## src/rtl/bus_pkg.sv

```systemverilog
// Types and constants shared by the bus responder and the initiator side.
// byte_mask() expands a byte-enable vector into a full-width data mask.
package bus_pkg;

    localparam int ADDR_W = 4;
    localparam int DATA_W = 32;
    localparam int BYTE_W = 4;

    typedef enum logic [1:0] {
        ST_IDLE   = 2'd0,
        ST_WAIT   = 2'd1,
        ST_ACCESS = 2'd2
    } bus_state_e;

    function automatic logic [DATA_W-1:0] byte_mask(input logic [BYTE_W-1:0] be);
        logic [DATA_W-1:0] m;
        m = '0;
        for (int i = 0; i < BYTE_W; i++) begin
            m[i*8 +: 8] = {8{be[i]}};
        end
        return m;
    endfunction

endpackage

```

## src/rtl/bus_regfile.sv

```systemverilog
// Word storage for the bus responder: byte-enable write port, combinational
// read port, every word cleared by the asynchronous reset.
module bus_regfile
    import bus_pkg::*;
#(
    parameter int unsigned DEPTH = 16
) (
    input  logic              clk,
    input  logic              rst_n,
    input  logic              we,
    input  logic [ADDR_W-1:0] waddr,
    input  logic [BYTE_W-1:0] wbyte,
    input  logic [DATA_W-1:0] wdata,
    input  logic [ADDR_W-1:0] raddr,
    output logic [DATA_W-1:0] rdata
);

    logic [DATA_W-1:0] mem_r [DEPTH];
    logic [DATA_W-1:0] wmask_s;

    assign wmask_s = byte_mask(wbyte);
    assign rdata   = mem_r[raddr];

    // Storage array: cleared on reset, merged with enabled bytes on a write
    always_ff @(posedge clk or negedge rst_n) begin
        if (!rst_n) begin
            for (int i = 0; i < int'(DEPTH); i++) begin
                mem_r[i] <= '0;
            end
        end else if (we) begin
            mem_r[waddr] <= (mem_r[waddr] & ~wmask_s) | (wdata & wmask_s);
        end else begin
            mem_r[waddr] <= mem_r[waddr];
        end
    end

endmodule

```

## src/rtl/bus_responder.sv

```systemverilog
// Bus target with programmable wait states: IDLE -> WAIT -> ACCESS handshake
// in front of a small byte-addressable register file.
module bus_responder
    import bus_pkg::*;
#(
    parameter int unsigned WAIT_CYCLES = 2,
    parameter int unsigned DEPTH       = 16
) (
    input  logic              clk,
    input  logic              rst_n,
    input  logic              bus_wr,
    input  logic              bus_rd,
    input  logic [BYTE_W-1:0] bus_byte,
    input  logic [ADDR_W-1:0] bus_addr,
    input  logic [DATA_W-1:0] bus_wdata,
    output logic              bus_rdata_v,
    output logic [DATA_W-1:0] bus_rdata,
    output logic              trans_over
);

    // The counter is loaded with WAIT_CYCLES-1 so that WAIT spans exactly WAIT_CYCLES cycles
    localparam bit         HAS_WAIT  = (WAIT_CYCLES != 0);
    localparam logic [3:0] WAIT_LOAD = HAS_WAIT ? 4'(WAIT_CYCLES - 1) : 4'd0;

    bus_state_e        state_r;
    logic [3:0]        cnt_r;
    logic [ADDR_W-1:0] addr_r;
    logic [BYTE_W-1:0] byte_r;
    logic [DATA_W-1:0] wdata_r;
    logic              is_wr_r;
    logic              rdata_v_r;
    logic [DATA_W-1:0] rdata_r;
    logic [DATA_W-1:0] rd_word_s;
    logic              we_s;

    assign we_s        = (state_r == ST_ACCESS) && is_wr_r;
    assign trans_over  = (state_r == ST_IDLE);
    assign bus_rdata_v = rdata_v_r;
    assign bus_rdata   = rdata_r;

    bus_regfile #(
        .DEPTH (DEPTH)
    ) u_regfile (
        .clk   (clk),
        .rst_n (rst_n),
        .we    (we_s),
        .waddr (addr_r),
        .wbyte (byte_r),
        .wdata (wdata_r),
        .raddr (addr_r),
        .rdata (rd_word_s)
    );

    // Handshake FSM, wait counter, request latch and read-data registers
    always_ff @(posedge clk or negedge rst_n) begin
        if (!rst_n) begin
            state_r   <= ST_IDLE;
            cnt_r     <= 4'd0;
            addr_r    <= '0;
            byte_r    <= '0;
            wdata_r   <= '0;
            is_wr_r   <= 1'b0;
            rdata_v_r <= 1'b0;
            rdata_r   <= '0;
        end else begin
            rdata_v_r <= 1'b0;
            case (state_r)
                ST_IDLE: begin
                    if (bus_wr || bus_rd) begin
                        addr_r  <= bus_addr;
                        byte_r  <= bus_byte;
                        wdata_r <= bus_wdata;
                        // A simultaneous read strobe is dropped in favour of the write
                        is_wr_r <= bus_wr;
                        if (HAS_WAIT) begin
                            state_r <= ST_WAIT;
                            cnt_r   <= WAIT_LOAD;
                        end else begin
                            state_r <= ST_ACCESS;
                            cnt_r   <= 4'd0;
                        end
                    end else begin
                        state_r <= ST_IDLE;
                    end
                end
                ST_WAIT: begin
                    if (cnt_r == 4'd0) begin
                        state_r <= ST_ACCESS;
                    end else begin
                        cnt_r <= cnt_r - 4'd1;
                    end
                end
                ST_ACCESS: begin
                    state_r <= ST_IDLE;
                    if (!is_wr_r) begin
                        rdata_r   <= rd_word_s & byte_mask(byte_r);
                        rdata_v_r <= 1'b1;
                    end else begin
                        rdata_r <= rdata_r;
                    end
                end
                default: begin
                    state_r <= ST_IDLE;
                    cnt_r   <= 4'd0;
                end
            endcase
        end
    end

endmodule

```

## config.mk

```make
export PLATFORM = sky130hd
export DESIGN_NAME = bus_responder
export DESIGN_NICKNAME = d
export VERILOG_FILES = /design/src/rtl/bus_pkg.sv /design/src/rtl/bus_regfile.sv /design/src/rtl/bus_responder.sv
export SDC_FILE = /design/constraint.sdc
export NUM_CORES = 1
export LEC_CHECK = 0
export CAP_MARGIN = 0
export CORE_MARGIN = 5
export CORE_UTILIZATION = 30
export DETAILED_ROUTE_END_ITERATION = 10
export DONT_BUFFER_PORTS = 1
export MAX_ROUTING_LAYER = met4
export SLEW_MARGIN = 20
export SYNTH_ARGS = -nofsm -noshare
export SYNTH_HDL_FRONTEND = slang
export SYNTH_HIERARCHICAL = 1
export SYNTH_SLANG_ARGS = --single-unit
```

## constraint.sdc

```tcl
create_clock -name clk -period 5.1 [get_ports clk]
set_clock_uncertainty 0.1 [all_clocks]
set_input_delay 0.51 -clock clk [delete_from_list [all_inputs] [get_ports clk]]
set_output_delay 0.51 -clock clk [all_outputs]
set_load 0.1 [all_outputs]
```

==> reports/results.ini, run 1 <==
[cts]
post_cts_buffers=0
htree_levels=3
cts_sinks=592
cts_buffers=67
clockBufferDepth=3
cts_tree=done
ctsResizeCount=0
clock_latency_ns=0.62
path_clk_slew_ns=0.06
cts-root-buf=clkbuf_16
hold_buffers=42

[power_and_ir_drop]
p_total_uw=27900
power.leakage_uw=0.0139
pwr_density_cell_nw_per_um2=826
peakVddDrop_mv=0.746

[placed_design]
placed_area_um2=31000
hpwl_mm=49.7
placedCellCount=3935
gp_congestion=0.776
port_buffers=0

[sta]
slew_violations=516
setup_violations=0
setup_tns_ns=0
min_period_over_period_pct=63.4
hold_slack_ns=-0.500
max_slew_margin_pct=-70.9
worst_slew_pin_slew_ns=2.56
period_needed_ns=3.23
rsz0062_at_grt=false
hold_viol=344
fmax_mhz=309

[status]
failed_checks=hold timing, slew limit
outcome=complete, but fails checks

[route]
ant_nets=0
via_per_inst=5.29
drc=0
vias=21728
drt_iter0_drc=1947
drt_first_pass_iters=7
wl_mm=87.7
post_drt_wl_per_cell_um=21.3

[synthesis]
synth-seq-cells=592
yosysSeqAreaShare_pct=49.4
postSynthAreaPerCell_um2=10.6
synth_cell_types=43
syn_inst=2817
synth_ff_type=dfrtp_1
async_flop_share_pct=100
synth_nets=2863
yosysWarnings=6
syn_area_um2=30000
synth_edf_count=0

[final_layout]
most-common-layout-cells=dfrtp_1 (590), a21oi_1 (577), nor2_1 (513)
seq_area_um2=14800
layout-drive-gt1-share_pct=15.8
final_cells=4108
area_growth_syn_to_layout_pct=12.7
design_area_um2=33800
fin_nets=2796
num-fill-cells=9972
multi_input_area_um2=14100
layout_commonest_cell=dfrtp_1

[die]
pin_count=78
initial_utilization_pct=30.1
coreArea_um2=99600
fp.dieW_um=326
fp.dieArea_um2=106000
std_cell_rows=116
fp.dieH_um=326

[setup_path]
cpPeakStageDelay_ns=0.62
path_buf_inv=2
cp_slowest_cell=and3_2
r2r_cells=7
worst-path-max-fanout=23
arrival_ns=3.60
regToRegSetupSlack_ns=1.87
crit_path_end_kind=flop
path_cells=inv_1 -> and3_2 -> buf_4 -> a21o_1 -> a21oi_1 -> a31oi_2 -> a21oi_1
startpoint_type=flop
critPathKind=reg2reg
rr_endpoint=u_regfile/mem_r[446]$_DFFE_PN0N_
crit_top_cell=a21oi_1
required_ns=5.47
cpLargestDelayFamily=compound AO/OA/AOI/OAI gates
timing.rr.start=state_r[0]$_DFFE_PN0P_

[min_path]
min_path_type=in2async

[run]
cap_viol_max_count=0

[global_route]
antenna_found_initial=7
grt_overflow=0
grt_pass1_wl_mm=135
grt_start_max_net_pins=593
grt_usage_pct=16.7
grt_pass1_vias=21262

## worst max path at each step
stage	start	endpoint	slack, ns	cells after the start
after floorplan	state_r[1]$_DFFE_PN0P_	trans_over	2.66	2
after global placement	state_r[0]$_DFFE_PN0P_	u_regfile/mem_r[444]$_DFFE_PN0N_	1.95	7
after detailed placement	state_r[0]$_DFFE_PN0P_	u_regfile/mem_r[477]$_DFFE_PN0N_	1.89	7
after CTS	addr_r[3]$_DFFE_PN0P_	u_regfile/mem_r[119]$_DFFE_PN0N_	1.86	5
after global routing	addr_r[1]$_DFFE_PN0P_	u_regfile/mem_r[313]$_DFFE_PN0N_	1.71	5
final	state_r[0]$_DFFE_PN0P_	u_regfile/mem_r[446]$_DFFE_PN0N_	1.87	7
## synth_stat cells (8+ instances only)
cell	instances	area share [%]
a21oi_1	577	9.6
a22oi_1	128	3.2
a31oi_2	64	2.7
and3_1	33	0.69
buf_2	91	1.5
buf_4	22	0.55
buf_6	11	0.41
clkbuf_1	98	1.2
dfrtp_1	592	49
mux2_2	37	1.4
mux2i_1	256	8.6
mux4_2	128	9.6
nand2_1	163	2.0
nor2_1	517	6.5
nor2_2	8	0.17
o21ai_1	15	0.25
o21ai_2	17	0.50
## metrics by stage
stage	worst slack, ns	utilization, %
global placement	1.95	31.1
CTS	1.86	33.9
finish	1.87	33.9
floorplan	2.66	-
global route	1.71	33.9
detailed placement	1.89	31.1
## metal layers
metal  GRT usage (%)  vias to the layer above  wire length, um
met4            3.59                        0             1770
met5               -                        -                0
met1            23.4                    10952            40500
met2            25.4                      632            39800
li1                -                    10019                -
met3            3.13                      125             5550
## kinds of logic after synthesis
kind of cell	Yosys count	synth area share, %
AOI/OAI and AO/OA	816	16.7
adders and majority gates	2	0.0835
buffers and inverters	231	3.83
DFF	592	49.4
muxes	424	19.7
and+or+nand+nor	752	10.3
## layout make-up
cell class | count | area share (%)
Clock buffer | 93 | 5.83
Clock inverter | 29 | 1.02
Tap cell | 1298 | 4.81
Timing Repair Buffer | 91 | 2.55
Sequential cell | 592 | 43.9
Multi-Input combinational cell | 1994 | 41.8
Inverter | 4 | 0.0445
Antenna cell | 7 | 0.0519
## where the power goes
part | internal, uW | total (uW) | switching, uW
clock | 3020 | 5050 | 2030
sequential | 7130 | 9690 | 2560
combinational | 5570 | 13100 | 7570
total | 15700 | 27900 | 12200
## sequential cells by signal, summed over array words and instances (netlist names), 2 cells and up
register	cells
addr_r	4
bus_rdata	32
byte_r	4
cnt_r	4
state_r	2
u_regfile/mem_r	512
wdata_r	32
(Power assumes the default switching activity.)
==> run 2, diff against run 1 <==
Clock period 5.1 ns to 3.2 ns, I/O delays scaled along.
==> run 2 against run 1 <==
The flow finishes with violations (hold timing). Highest routed layer unchanged. Critical path depth decreased by 1. Largest cell class unchanged. Via count grew 0.95%. Wire length down 0.64%. Worst setup slack worse by 1.4 ns. Sequential power increased by 59%. Clock-buffer cell count grew 3. Combinational power grew 66%. Sequential share of layout area down 0.80 points. Power increased by 62%. Global-route usage decreased by 0.14 points. Largest power group unchanged. Fmax increased by 19%. Clock power increased by 60%.
==> reports/results.ini, run 2 (synthesis results as in run 1) <==
[cts]
cts_sinks=592
hold_buffers=43
post_cts_buffers=0
htree_levels=3
clockBufferDepth=3
cts_buffers=67
path_clk_slew_ns=0.06
cts_tree=done
clock_latency_ns=0.61
cts-root-buf=clkbuf_16

[placed_design]
gp_congestion=0.773
hpwl_mm=51.3
port_buffers=0

[setup_path]
arrival_ns=3.08
worst-path-max-fanout=24
r2r_cells=6
startpoint_type=flop
required_ns=3.57
critPathKind=reg2reg
crit_path_end_kind=flop

[sta]
setup_tns_ns=0
setup_violations=0
slew_violations=0
rsz0062_at_grt=false
hold_slack_ns=-0.664
max_slew_margin_pct=32.7
fmax_mhz=368
min_period_over_period_pct=84.9
period_needed_ns=2.72
hold_viol=592
worst_slew_pin_slew_ns=1.01

[power_and_ir_drop]
pwr_density_cell_nw_per_um2=1310
power.leakage_uw=0.0142
peakVddDrop_mv=0.651

[final_layout]
most-common-layout-cells=dfrtp_1 (590), a21oi_1 (577), nor2_1 (513)
num-fill-cells=9907
largest_register=u_regfile/mem_r
layout_commonest_cell=dfrtp_1
largest_reg_flops=512
area_growth_syn_to_layout_pct=14.8
post-route-util_pct=34.5
layout-drive-gt1-share_pct=16.9
fin_nets=2835

[global_route]
antenna_found_initial=5
grt_overflow=0
grt_pass1_wl_mm=134
grt_usage_pct=16.5
grt_start_max_net_pins=593
grt_pass1_vias=21377

[route]
wl_mm=87.1
drc=0
drt_iter0_drc=2133
via_per_inst=5.29
post_drt_wl_per_cell_um=21.0
ant_nets=0
vias=21935
drt_first_pass_iters=5

[min_path]
min_path_type=in2async

[die]
fp.dieArea_um2=106000
std_cell_rows=116
fp.dieH_um=326
initial_utilization_pct=30.1
pin_count=78
fp.dieW_um=326
coreArea_um2=99600

[status]
failed_checks=hold timing
outcome=complete, but fails checks

[run]
cap_viol_max_count=0

## run 2: changes by cell type in the layout (fill, tap and decap cells not counted), moves of 2 or more
| cell | change |
|---|---|
| clkinv_2 | -4 |
| buf_4 | +13 |
| buf_12 | +27 |
| clkbuf_8 | +5 |
| diode_2 | -2 |
## run 2: what timing repair did
| item | CTS | global route |
|---|---|---|
| endpoints found under the hold margin | 636 | 592 |
| resized for setup | 0 | 0 |
| endpoints found under the setup margin | 0 | 0 |
## run 2: worst paths after layout
kind / endpoint / start / slack [ns]
worst min-delay path: bus_rdata_v$_DFF_PN0_ / rst_n / -0.66
worst max-delay path: u_regfile/mem_r[390]$_DFFE_PN0N_ / state_r[0]$_DFFE_PN0P_ / 0.48
max in group asynchronous: u_regfile/mem_r[136]$_DFFE_PN0N_ / rst_n / 2.90
worst min register to register: wdata_r[11]$_DFFE_PN0P_ / wdata_r[11]$_DFFE_PN0P_ / 0.38
worst max register to register: u_regfile/mem_r[390]$_DFFE_PN0N_ / state_r[0]$_DFFE_PN0P_ / 0.48
min in group clk: wdata_r[28]$_DFFE_PN0P_ / bus_wdata[28] / 0.30
## run 2: per-stage QoR
stage | instances | hold WS [ns] | power, uW | worst slack (ns) | cell area [um2]
after floorplan | 2817 | -0.0756 | 30800 | 0.818 | 30000
after global placement | 3975 | 0.0216 | 36500 | 0.588 | 31600
after detailed placement | 3975 | 0.0192 | 37000 | 0.546 | 31600
after CTS | 4138 | -0.633 | 45300 | 0.542 | 34400
after global routing | 4143 | -0.694 | 48200 | 0.347 | 34400
final | 4143 | -0.664 | 45200 | 0.483 | 34400
## run 2: cell type report
type | instances | area [um2] | share of cell area, %
clock inverter | 24 | 312 | 0.906
multi-input combinational | 1994 | 14100 | 41.0
timing repair buffer | 130 | 1480 | 4.31
sequential | 592 | 14800 | 43.1
tap | 1298 | 1620 | 4.72
inverter | 4 | 15.0 | 0.0437
antenna | 5 | 12.5 | 0.0364
clock buffer | 96 | 2010 | 5.84
## run 2: where the power goes
group	internal (uW)	switching [uW]
logic	9430	12300
clock network	4870	3210
registers	11400	4040
## run 2: routing by layer
metal | GRT usage (%) | vias up | wire [um]
li1 | - | 10121 | -
met4 | 3.83 | 0 | 1770
met3 | 3.42 | 124 | 6020
met2 | 24.5 | 629 | 39200
met5 | - | - | 0
met1 | 23.4 | 11061 | 40100
## run 2: critical path, cell delays in order (launching register included)
cell and delay [ns]:
dfrtp_1 0.46, inv_1 0.16, and3_2 0.62, a21o_1 0.50
a21oi_1 0.10, a31oi_2 0.47, a21oi_1 0.13
